--- src/rtl/id_ex_reg_if.sv ---
// Decode-to-execute pipeline register bus: D-stage fields in, E-stage fields out,
// plus the hazard unit's stall/flush controls.
interface id_ex_reg_if #(
  parameter int DATA_WIDTH     = 32,
  parameter int REG_ADDR_WIDTH = 5,
  parameter int CNT_WIDTH      = 16
);
  logic                      StallE, FlushE, ValidD;
  logic [DATA_WIDTH-1:0]     RD1D, RD2D, PCD, PCPlus4D, ImmExtD;
  logic [REG_ADDR_WIDTH-1:0] Rs1D, Rs2D, RdD;
  logic                      RegWriteD, MemWriteD, JumpD, BranchD, ALUSrcD;
  logic [1:0]                ResultSrcD;
  logic [2:0]                ALUControlD;

  logic                      ValidE;
  logic [DATA_WIDTH-1:0]     RD1E, RD2E, PCE, PCPlus4E, ImmExtE;
  logic [REG_ADDR_WIDTH-1:0] Rs1E, Rs2E, RdE;
  logic                      RegWriteE, MemWriteE, JumpE, BranchE, ALUSrcE;
  logic [1:0]                ResultSrcE;
  logic [2:0]                ALUControlE;
  logic [CNT_WIDTH-1:0]      BubbleCountE;

  modport master (
    output StallE, FlushE, ValidD, RD1D, RD2D, PCD, PCPlus4D, ImmExtD,
           Rs1D, Rs2D, RdD, RegWriteD, MemWriteD, JumpD, BranchD, ALUSrcD,
           ResultSrcD, ALUControlD,
    input  ValidE, RD1E, RD2E, PCE, PCPlus4E, ImmExtE, Rs1E, Rs2E, RdE,
           RegWriteE, MemWriteE, JumpE, BranchE, ALUSrcE, ResultSrcE,
           ALUControlE, BubbleCountE
  );

  modport slave (
    input  StallE, FlushE, ValidD, RD1D, RD2D, PCD, PCPlus4D, ImmExtD,
           Rs1D, Rs2D, RdD, RegWriteD, MemWriteD, JumpD, BranchD, ALUSrcD,
           ResultSrcD, ALUControlD,
    output ValidE, RD1E, RD2E, PCE, PCPlus4E, ImmExtE, Rs1E, Rs2E, RdE,
           RegWriteE, MemWriteE, JumpE, BranchE, ALUSrcE, ResultSrcE,
           ALUControlE, BubbleCountE
  );
endinterface

--- src/rtl/id_ex_reg.sv ---
// ID/EX pipeline register: flush > stall > load, invalid decode becomes an
// all-zero bubble, and a saturating count of inserted bubbles.
module id_ex_reg #(
  parameter int DATA_WIDTH     = 32,
  parameter int REG_ADDR_WIDTH = 5,
  parameter int CNT_WIDTH      = 16
) (
  input  logic         clk,
  input  logic         rst,
  id_ex_reg_if.slave   bus
);

  typedef struct packed {
    logic                      valid;
    logic [DATA_WIDTH-1:0]     rd1, rd2, pc, pc_plus4, imm;
    logic [REG_ADDR_WIDTH-1:0] rs1, rs2, rd;
    logic                      reg_write, mem_write, jump, branch, alu_src;
    logic [1:0]                result_src;
    logic [2:0]                alu_ctrl;
  } ex_t;

  ex_t                  q, d;
  logic [CNT_WIDTH-1:0] bubbles, bubbles_inc;

  // An invalid decode is loaded as the all-zero bubble so no write-enable or
  // index can leak into forwarding/hazard logic.
  always_comb begin
    d = '0;
    if (bus.ValidD) begin
      d.valid      = 1'b1;
      d.rd1        = bus.RD1D;
      d.rd2        = bus.RD2D;
      d.pc         = bus.PCD;
      d.pc_plus4   = bus.PCPlus4D;
      d.imm        = bus.ImmExtD;
      d.rs1        = bus.Rs1D;
      d.rs2        = bus.Rs2D;
      d.rd         = bus.RdD;
      d.reg_write  = bus.RegWriteD;
      d.mem_write  = bus.MemWriteD;
      d.jump       = bus.JumpD;
      d.branch     = bus.BranchD;
      d.alu_src    = bus.ALUSrcD;
      d.result_src = bus.ResultSrcD;
      d.alu_ctrl   = bus.ALUControlD;
    end
  end

  assign bubbles_inc = (bubbles == {CNT_WIDTH{1'b1}}) ? bubbles : bubbles + CNT_WIDTH'(1);

  always_ff @(posedge clk or posedge rst) begin
    if (rst) begin
      q       <= '0;
      bubbles <= '0;
    end else if (bus.FlushE) begin
      q       <= '0;
      bubbles <= bubbles_inc;
    end else if (!bus.StallE) begin
      q <= d;
      if (!bus.ValidD) bubbles <= bubbles_inc;
    end
  end

  assign bus.ValidE       = q.valid;
  assign bus.RD1E         = q.rd1;
  assign bus.RD2E         = q.rd2;
  assign bus.PCE          = q.pc;
  assign bus.PCPlus4E     = q.pc_plus4;
  assign bus.ImmExtE      = q.imm;
  assign bus.Rs1E         = q.rs1;
  assign bus.Rs2E         = q.rs2;
  assign bus.RdE          = q.rd;
  assign bus.RegWriteE    = q.reg_write;
  assign bus.MemWriteE    = q.mem_write;
  assign bus.JumpE        = q.jump;
  assign bus.BranchE      = q.branch;
  assign bus.ALUSrcE      = q.alu_src;
  assign bus.ResultSrcE   = q.result_src;
  assign bus.ALUControlE  = q.alu_ctrl;
  assign bus.BubbleCountE = bubbles;

  bubble_clean: assert property (@(posedge clk) disable iff (rst)
    !q.valid |-> (!q.reg_write && !q.mem_write && !q.jump && !q.branch && q.rd == '0));

endmodule

--- src/flat_wrapper.sv ---
// flat-port wrapper written by rule: the top's interface ports become plain ports
module id_ex_reg_flat 
#(
  parameter int DATA_WIDTH     = 32,
  parameter int REG_ADDR_WIDTH = 5,
  parameter int CNT_WIDTH      = 16
)
  (clk, rst, bus_StallE, bus_FlushE, bus_ValidD, bus_RD1D, bus_RD2D, bus_PCD, bus_PCPlus4D, bus_ImmExtD, bus_Rs1D, bus_Rs2D, bus_RdD, bus_RegWriteD, bus_MemWriteD, bus_JumpD, bus_BranchD, bus_ALUSrcD, bus_ResultSrcD, bus_ALUControlD, bus_ValidE, bus_RD1E, bus_RD2E, bus_PCE, bus_PCPlus4E, bus_ImmExtE, bus_Rs1E, bus_Rs2E, bus_RdE, bus_RegWriteE, bus_MemWriteE, bus_JumpE, bus_BranchE, bus_ALUSrcE, bus_ResultSrcE, bus_ALUControlE, bus_BubbleCountE);
  id_ex_reg_if #(.DATA_WIDTH(DATA_WIDTH), .REG_ADDR_WIDTH(REG_ADDR_WIDTH), .CNT_WIDTH(CNT_WIDTH)) bus_i ();
  input  logic clk;
  input  logic rst;
  input wire logic [$bits(bus_i.StallE)-1:0] bus_StallE;
  input wire logic [$bits(bus_i.FlushE)-1:0] bus_FlushE;
  input wire logic [$bits(bus_i.ValidD)-1:0] bus_ValidD;
  input wire logic [$bits(bus_i.RD1D)-1:0] bus_RD1D;
  input wire logic [$bits(bus_i.RD2D)-1:0] bus_RD2D;
  input wire logic [$bits(bus_i.PCD)-1:0] bus_PCD;
  input wire logic [$bits(bus_i.PCPlus4D)-1:0] bus_PCPlus4D;
  input wire logic [$bits(bus_i.ImmExtD)-1:0] bus_ImmExtD;
  input wire logic [$bits(bus_i.Rs1D)-1:0] bus_Rs1D;
  input wire logic [$bits(bus_i.Rs2D)-1:0] bus_Rs2D;
  input wire logic [$bits(bus_i.RdD)-1:0] bus_RdD;
  input wire logic [$bits(bus_i.RegWriteD)-1:0] bus_RegWriteD;
  input wire logic [$bits(bus_i.MemWriteD)-1:0] bus_MemWriteD;
  input wire logic [$bits(bus_i.JumpD)-1:0] bus_JumpD;
  input wire logic [$bits(bus_i.BranchD)-1:0] bus_BranchD;
  input wire logic [$bits(bus_i.ALUSrcD)-1:0] bus_ALUSrcD;
  input wire logic [$bits(bus_i.ResultSrcD)-1:0] bus_ResultSrcD;
  input wire logic [$bits(bus_i.ALUControlD)-1:0] bus_ALUControlD;
  output wire logic [$bits(bus_i.ValidE)-1:0] bus_ValidE;
  output wire logic [$bits(bus_i.RD1E)-1:0] bus_RD1E;
  output wire logic [$bits(bus_i.RD2E)-1:0] bus_RD2E;
  output wire logic [$bits(bus_i.PCE)-1:0] bus_PCE;
  output wire logic [$bits(bus_i.PCPlus4E)-1:0] bus_PCPlus4E;
  output wire logic [$bits(bus_i.ImmExtE)-1:0] bus_ImmExtE;
  output wire logic [$bits(bus_i.Rs1E)-1:0] bus_Rs1E;
  output wire logic [$bits(bus_i.Rs2E)-1:0] bus_Rs2E;
  output wire logic [$bits(bus_i.RdE)-1:0] bus_RdE;
  output wire logic [$bits(bus_i.RegWriteE)-1:0] bus_RegWriteE;
  output wire logic [$bits(bus_i.MemWriteE)-1:0] bus_MemWriteE;
  output wire logic [$bits(bus_i.JumpE)-1:0] bus_JumpE;
  output wire logic [$bits(bus_i.BranchE)-1:0] bus_BranchE;
  output wire logic [$bits(bus_i.ALUSrcE)-1:0] bus_ALUSrcE;
  output wire logic [$bits(bus_i.ResultSrcE)-1:0] bus_ResultSrcE;
  output wire logic [$bits(bus_i.ALUControlE)-1:0] bus_ALUControlE;
  output wire logic [$bits(bus_i.BubbleCountE)-1:0] bus_BubbleCountE;
  assign bus_i.StallE = bus_StallE;
  assign bus_i.FlushE = bus_FlushE;
  assign bus_i.ValidD = bus_ValidD;
  assign bus_i.RD1D = bus_RD1D;
  assign bus_i.RD2D = bus_RD2D;
  assign bus_i.PCD = bus_PCD;
  assign bus_i.PCPlus4D = bus_PCPlus4D;
  assign bus_i.ImmExtD = bus_ImmExtD;
  assign bus_i.Rs1D = bus_Rs1D;
  assign bus_i.Rs2D = bus_Rs2D;
  assign bus_i.RdD = bus_RdD;
  assign bus_i.RegWriteD = bus_RegWriteD;
  assign bus_i.MemWriteD = bus_MemWriteD;
  assign bus_i.JumpD = bus_JumpD;
  assign bus_i.BranchD = bus_BranchD;
  assign bus_i.ALUSrcD = bus_ALUSrcD;
  assign bus_i.ResultSrcD = bus_ResultSrcD;
  assign bus_i.ALUControlD = bus_ALUControlD;
  assign bus_ValidE = bus_i.ValidE;
  assign bus_RD1E = bus_i.RD1E;
  assign bus_RD2E = bus_i.RD2E;
  assign bus_PCE = bus_i.PCE;
  assign bus_PCPlus4E = bus_i.PCPlus4E;
  assign bus_ImmExtE = bus_i.ImmExtE;
  assign bus_Rs1E = bus_i.Rs1E;
  assign bus_Rs2E = bus_i.Rs2E;
  assign bus_RdE = bus_i.RdE;
  assign bus_RegWriteE = bus_i.RegWriteE;
  assign bus_MemWriteE = bus_i.MemWriteE;
  assign bus_JumpE = bus_i.JumpE;
  assign bus_BranchE = bus_i.BranchE;
  assign bus_ALUSrcE = bus_i.ALUSrcE;
  assign bus_ResultSrcE = bus_i.ResultSrcE;
  assign bus_ALUControlE = bus_i.ALUControlE;
  assign bus_BubbleCountE = bus_i.BubbleCountE;
  id_ex_reg #(.DATA_WIDTH(DATA_WIDTH), .REG_ADDR_WIDTH(REG_ADDR_WIDTH), .CNT_WIDTH(CNT_WIDTH)) u_core (.clk(clk), .rst(rst), .bus(bus_i));
endmodule
--- config.mk ---
export PLATFORM = sky130hd
export DESIGN_NAME = id_ex_reg_flat
export DESIGN_NICKNAME = d
export VERILOG_FILES = /design/src/rtl/id_ex_reg_if.sv /design/src/rtl/id_ex_reg.sv /design/src/flat_wrapper.sv
export SDC_FILE = /design/constraint.sdc
export NUM_CORES = 1
export LEC_CHECK = 0
export CAP_MARGIN = 5
export CORE_AREA = 2 2 151 153
export DETAILED_ROUTE_END_ITERATION = 10
export DIE_AREA = 0 0 153 155
export PLACE_DENSITY = 0.78
export REMOVE_ABC_BUFFERS = 1
export SYNTH_ARGS = -nofsm -noshare
export SYNTH_HDL_FRONTEND = slang
export SYNTH_SLANG_ARGS = --single-unit
--- constraint.sdc ---
create_clock -name clk -period 15.4 [get_ports clk]
set_clock_uncertainty 0.2 [all_clocks]
set_input_delay 3.08 -clock clk [delete_from_list [all_inputs] [get_ports clk]]
set_output_delay 3.08 -clock clk [all_outputs]
set_load 0.02 [all_outputs]
Yosys cells after proc, flatten, opt, wreduce, memory -nomap -nowiden
Index checks and enable logic that the tools add are counted.

operators by class
  add/subtract/negate cells = 1
  $mul = 0
  div/mod/pow operators = 0
  $lt $le $gt $ge = 0
  equal/unequal tests = 3
  shifts and indexed selects = 0
  muxes and demuxes = 7
  bitwise gates (word level) = 0
  reductions and logical operators = 1

operator list
  operator                                                count
  two-way mux 186 bit                                     3
  two-way mux 16 bit                                      4
  adder 16 x 1 -> 16 bit (second input constant)          1
  == test 16 bit (second input constant)                  1
  inequality test 2 x 1 -> 1 bit (second input constant)  1
  inequality test 2 bit (second input constant)           1
  AND reduction 2 bit                                     1

word-level totals
  register bits after elaboration = 202
  latch bits = 0
  RAM bits = 0
  bits in read-only memories = 0
  input bits = 190
  output and inout bits = 202
  logic and storage cells = 29
  memories kept = 0

Longest topological paths before layout
Gate-level depths: netlist of run 1.

  depth after elaboration = 5
  mapped depth = 5
  gate-level depth less buffers = 5

Worst setup path after synthesis of run 1
Ideal clock, no wire load.

  path kind = input port to flip-flop
  from = input bus_StallE
  to = register u_core.q (netlist bit u_core.bus.ALUControlE[0])
  setup time = 66 ps
  data arrival time = 4087 ps
  data required time = 15134 ps
  slack = 11047 ps
  stages on the path = 5
  buffers on the path = 3
  cells stage by stage = nor2b_1 clkbuf_1 clkbuf_1 clkbuf_1 a22o_1

on the way
  word-level cells in the longest chain between the ends = 1

RTL lines
  element                                          RTL line            RTL
  start: declaration                               flat_wrapper.sv:12  input wire logic [$bits(bus_i.StallE)-1:0] bus_StallE;
  inequality test 2 x 1 -> 1 bit (no source line)  --
  end signal: assignment                           id_ex_reg.sv:53     q <= '0;
  end signal: assignment                           id_ex_reg.sv:56     q <= '0;
  end signal: assignment                           id_ex_reg.sv:59     q <= d;
  end: declaration                                 id_ex_reg.sv:22     ex_t q, d;

Every way passes these cells.
A chain may end at the register's enable or synchronous reset.

Worst setup path after layout of run 1
  from = input bus_StallE
  to = register u_core.q (netlist bit u_core.bus.RdE[3])

Same word-level chain as after synthesis.

==> impl_metrics.tcl, run 1 <==
set metrics [dict create \
    maxCapViolCount 0 \
    synth-edff-count 0 \
    grt_pass1_wl_um 35100 \
    clockRootBuffer "clkbuf_16" \
    synthTopCellsByArea "dfrtp_1, a22o_1, xor2_1, clkbuf_1, buf_2" \
    viasPerCell 4.99 \
    clock_latency_ns 0.49 \
    slowest_stage "buf_4" \
    wl_per_cell_um 19.3 \
    yosys-top-cells-count "dfrtp_1, a22o_1, clkbuf_1" \
    setup_slack_ns 9.78 \
    hpwl_um 15000 \
    critical_path_peak_fanout 108 \
    num_rows 55 \
    fin_crit_sh 0.365 \
    cts.sinks 202 \
    die_w_um 153 \
    place_inst 1124 \
    top_layer "met4" \
    clockBufferDepth 3 \
    drtAntennaViolNets 0 \
    htree_levels 1 \
    finalSetupTns_ns 0 \
    worst_pin_slew_ns 1.18 \
    slew_viol_final 0 \
    synth_top_area_share 0.697 \
    whs_ns 0.279 \
    cp-end-kind "flip-flop" \
    min_path_type "reg2reg" \
    drt_iter0_markers 310 \
    ios 392 \
    post-synth-top-count-cell "dfrtp_1" \
    syn_inst 485 \
    path_common_cell "buf_4" \
    layoutNonFillerInstCount 1165 \
    async_flop_share 1.00 \
    utilization 0.549 \
    vias 5810 \
    cts_buffers 23 \
    die_h_um 155 \
    path_cells "clkdlybuf4s50_1 -> nor2b_4 -> buf_4 -> buf_4 -> a22o_1" \
    wl_met2_um 11000 \
    peakVddDrop_uv 91.0 \
    post_cts_buffers 0 \
    synth_area_leader_cell "dfrtp_1" \
    fp.coreArea_sq_mm 0.0222 \
    max_freq_mhz 178 \
    max_stage_delay_ns 1.00 \
    yosys_warnings 0 \
    worstPathRequired_ns 15.62 \
    cpLargestDelayFamily "buffers and inverters" \
    synth_cell_types 30 \
    slew_headroom 0.211 \
    dr_wl_met3_um 1470 \
    floorplan.initialDensity 0.326 \
    status "complete, no violations" \
    grt_usage 0.182 \
    min_period_ns 5.62 \
    gp_congestion 0.769 \
    synth_flop_cell "dfrtp_1" \
    layout.nets 1055 \
    synth_area_sq_mm 0.00726 \
    die_area_sq_mm 0.0237 \
    reg2reg_depth 5 \
    path_class "in2reg" \
    grt_max_degree 187 \
    path_buf_inv 3 \
    wl_um 22400 \
    cts_resized 0 \
    clk_pin_slew_ns 0.06 \
    drc 0 \
    crit_cells 5 \
    grt-ovfl-total 0 \
    dr.pass1.iters 4 \
    whs_path_depth 1 \
    io_buffers 391 \
    syn_area_per_cell_sq_um 15.0 \
    cp-start-kind "input pin" \
    area_growth_pct 68.2 \
    powerDensity_mw_per_mm2 112 \
    hold_viol 0 \
    drive_gt1_frac 0.0501 \
    pre_cts_ws_ns 9.32 \
    ys_seq_area_frac 0.697 \
    drt-met1-wl_um 9340 \
    crit_arrival_ns 5.84 \
    ys_ff_latch 202 \
    cts-hold-fix-buffers 0 \
    power_leakage_nw 5.40 \
    rsz0062_at_grt "false" \
    grt_pass1_vias 6062 \
    grt_antenna_before_repair 1 \
    cts_tree "built" \
    setup_viol_count_final 0 \
]
[worst paths after layout]
path / from / end / slack (ns)
max reg2reg: u_core.bus.BubbleCountE[0] / u_core.bus.BubbleCountE[1] / 13.37
min: u_core.bus.ValidE / u_core.bus.ValidE / 0.28
max: bus_StallE / u_core.bus.RdE[3] / 9.78
min in group asynchronous: rst / u_core.bus.RD1E[10] / 2.94
min reg2reg: u_core.bus.ValidE / u_core.bus.ValidE / 0.28
max in group asynchronous: rst / u_core.bus.RD1E[26] / 10.43
[state kept, by name, summed over array words and instances (netlist names), 5 cells and up]
register and cells:
u_core.bus.ImmExtE 32, u_core.bus.PCE 32, u_core.bus.PCPlus4E 32, u_core.bus.RD1E 32
u_core.bus.RD2E 32, u_core.bus.BubbleCountE 16, u_core.bus.RdE 5, u_core.bus.Rs1E 5
u_core.bus.Rs2E 5
[final cells by class]
| type | count | area [sq um] |
|---|---|---|
| antenna | 1 | 2.50 |
| clock buffer | 30 | 602 |
| clock inverter | 10 | 181 |
| fill | 1843 | 10000 |
| inverter | 1 | 11.3 |
| multi-input combinational | 241 | 2040 |
| sequential | 202 | 5050 |
| tap | 285 | 357 |
| timing repair buffer | 395 | 3960 |
[kinds of logic after synthesis]
family                   after synthesis  share of synthesized area
flip-flops                           202                      0.697
XOR/XNOR                              13                     0.0157
buffers and inverters                 42                     0.0245
multiplexers                           1                    0.00207
AO/OA/AOI/OAI                        191                      0.228
adder cells (fa/ha/maj)                1                    0.00172
AND/OR/NAND/NOR                       35                     0.0312
[metrics by stage]
stage	instance area, sq um	total power, mW
floorplan	7080	0.684
global placement	11400	0.803
detailed placement	11400	0.808
CTS	12200	1.39
global route	12200	1.43
finish	12200	1.37
[worst reg2reg max path, stage by stage, from the launching register on]
cell	delay (ns)
dfrtp_1	0.43
ha_1	0.21
nand3_1	0.15
nor4_4	0.50
nor2b_2	0.12
mux2_4	0.31
[cell usage in the layout, fill, tap and decap left out, types with 2 or more instances in the layout]
cell,instances
xnor2_1,2
clkbuf_1,7
clkdlybuf4s50_1,391
o21ai_0,4
a22o_1,185
bufinv_16,5
clkbuf_16,23
dfrtp_1,202
nand3_1,3
nor4_1,5
nand2_1,5
clkinv_2,3
xor2_1,11
nor3_1,5
nand4_1,5
buf_4,3
[metal layers]
layer  GRT usage  vias to the layer above
met4      0.0529                        0
met5           0                        -
met1       0.236                     2885
met2       0.306                      244
met3      0.0421                       51
li1            -                     2630
[power breakdown]
part,internal [mW],switching (mW)
registers,0.560,0.0272
logic,0.114,0.0969
clock network,0.359,0.215
(Power assumes the default switching activity.)
==> inputs of run 2 (changes only) <==
--- a/config.mk
+++ b/config.mk
@@ -6,10 +6,10 @@
 export NUM_CORES = 1
 export LEC_CHECK = 0
 export CAP_MARGIN = 5
-export CORE_AREA = 2 2 151 153
+export CORE_AREA = 2 2 152 154
 export DETAILED_ROUTE_END_ITERATION = 10
-export DIE_AREA = 0 0 153 155
-export PLACE_DENSITY = 0.78
+export DIE_AREA = 0 0 154 156
+export PLACE_DENSITY = 0.79
 export REMOVE_ABC_BUFFERS = 1
 export SYNTH_ARGS = -nofsm -noshare
 export SYNTH_HDL_FRONTEND = slang
==> constraint.sdc (replaced) <==
create_clock -name clk -period 5.1 [get_ports clk]
set_clock_uncertainty 0.2 [all_clocks]
set_input_delay 1.02 -clock clk [delete_from_list [all_inputs] [get_ports clk]]
set_output_delay 1.02 -clock clk [all_outputs]
set_load 0.02 [all_outputs]
==> run 2 against run 1 <==
Cell area increased by 0.53%. Die area is 1.3% higher. Total power increased to 3.0 times the previous value. First-iteration DRC count rose by 9.7%. Critical path type is now reg2out. Largest cell class unchanged. Largest power group unchanged.
==> impl_metrics.tcl, run 2 (same netlist as run 1, synthesis figures left out) <==
set metrics [dict create \
    status "complete, no violations" \
    die_area_sq_mm 0.0240 \
    grt_pass1_vias 6143 \
    cts_resized 0 \
    drt_iter0_markers 340 \
    ios 392 \
    cpLargestDelayFamily "buffers and inverters" \
    cts.sinks 202 \
    drive_gt1_frac 0.0578 \
    powerDensity_mw_per_mm2 338 \
    min_path_type "reg2reg" \
    p_sw_mw 1.03 \
    sequentialPowerShare 0.427 \
    clockRootBuffer "clkbuf_16" \
    maxCapViolCount 0 \
    fin_crit_sh 0.554 \
    layout.nets 1057 \
    rsz0062_at_grt "false" \
    layout_common_cells "clkdlybuf4s50_1, dfrtp_1, a22o_1" \
    path_buf_inv 1 \
    crit_arrival_ns 1.61 \
    peakVddDrop_uv 396 \
    max_stage_delay_ns 0.65 \
    vias 5898 \
    grt_usage 0.177 \
    path_cells "clkdlybuf4s50_1" \
    regArea_sq_mm 0.00505 \
    hold_end "u_core.bus.ValidE" \
    reg2reg_depth 5 \
    dr.pass1.iters 6 \
    hold_viol 0 \
    cts_buffers 23 \
    min_period_ns 2.83 \
    slowest_stage "clkdlybuf4s50_1" \
    grt-ovfl-total 0 \
    mostFrequentLayoutCell "clkdlybuf4s50_1" \
    r2r_end "u_core.bus.BubbleCountE[1]" \
    swShare 0.249 \
    slew_viol_final 0 \
    total_power_mw 4.15 \
    fp.coreArea_sq_mm 0.0224 \
    grt_max_degree 105 \
    rrSetupSlack_ns 3.08 \
    cp-start-kind "flip-flop" \
    multiInputGateArea_sq_mm 0.00204 \
    viasPerCell 5.05 \
    setup_viol_count_final 0 \
    die_h_um 156 \
    drc 0 \
    clockBufferDepth 3 \
    worst_pin_slew_ns 0.872 \
    whs_ns 0.280 \
    hpwl_um 15400 \
    utilization 0.548 \
    slew_headroom 0.418 \
    cts_tree "built" \
    wl_um 22600 \
    post_cts_buffers 0 \
    grt_pass1_wl_um 34300 \
    area_growth_pct 69.0 \
    grt_antenna_before_repair 0 \
    path_class "reg2out" \
    gp_congestion 0.826 \
    cp-end-kind "output port" \
    max_freq_mhz 354 \
    wl_per_cell_um 19.3 \
    htree_levels 1 \
    n_antenna_cell 0 \
    die_w_um 154 \
    drtAntennaViolNets 0 \
    clk_pin_slew_ns 0.06 \
    pwr-share-clk 0.417 \
    power_leakage_nw 5.44 \
    clock_latency_ns 0.50 \
    floorplan.initialDensity 0.324 \
    whs_path_depth 1 \
    cell_internal_pwr_mw 3.11 \
    worstHoldStart "u_core.bus.ValidE" \
    num_rows 55 \
    worstPathRequired_ns 3.88 \
    cts-hold-fix-buffers 0 \
    r2r-start "u_core.bus.BubbleCountE[0]" \
    io_buffers 391 \
    critical_path_peak_fanout 6 \
    fillers 1848 \
    p_comb_frac 0.156 \
]
[run 2: final cells by class]
cell class	count	share of cell area
Tap cell	285	0.0291
Sequential cell	202	0.412
Inverter	1	0.000918
Clock buffer	30	0.0515
Timing Repair Buffer	397	0.327
Multi-Input combinational cell	241	0.166
Clock inverter	12	0.0136
[run 2: through the flow]
stage / cell area [sq um] / cells / worst slack, ns / setup TNS [ns]
floorplan: 7080 / 444 / -6.95 / -1620.62
global placement: 11500 / 1126 / 2.14 / 0
detailed placement: 11500 / 1126 / 2.09 / 0
CTS: 12300 / 1168 / 2.24 / 0
global route: 12300 / 1168 / 2.20 / 0
finish: 12300 / 1168 / 2.27 / 0
[run 2: how the worst max path moves through the flow]
stage | from | cells after the start | to
2_1_floorplan | bus_FlushE | 2 | u_core.bus.ALUControlE[0]
3_3_place_gp | bus_StallE | 4 | u_core.bus.RD2E[10]
3_5_place_dp | bus_StallE | 4 | u_core.bus.RD1E[23]
4_1_cts | u_core.bus.BubbleCountE[4] | 1 | bus_BubbleCountE[4]
5_1_grt | u_core.bus.BubbleCountE[4] | 1 | bus_BubbleCountE[4]
6_report | u_core.bus.BubbleCountE[8] | 1 | bus_BubbleCountE[8]
[run 2: metal layers]
metal | global-route usage | wire [um] | up-vias
met5 | 0 | 0 | -
met4 | 0.0534 | 538 | 0
met3 | 0.0553 | 1900 | 43
met2 | 0.302 | 11200 | 280
met1 | 0.216 | 8960 | 2942
li1 | - | - | 2633
[run 2: power groups by stage]
| stage | Combinational (mW) | Clock, mW | Sequential (mW) |
|---|---|---|---|
| after detailed placement | 0.649 | 0 | 1.80 |
| after global placement | 0.639 | 0 | 1.79 |
| after floorplan | 0.173 | 0 | 1.89 |
| final | 0.645 | 1.73 | 1.77 |
| after CTS | 0.653 | 1.78 | 1.77 |
| after global routing | 0.686 | 1.85 | 1.78 |
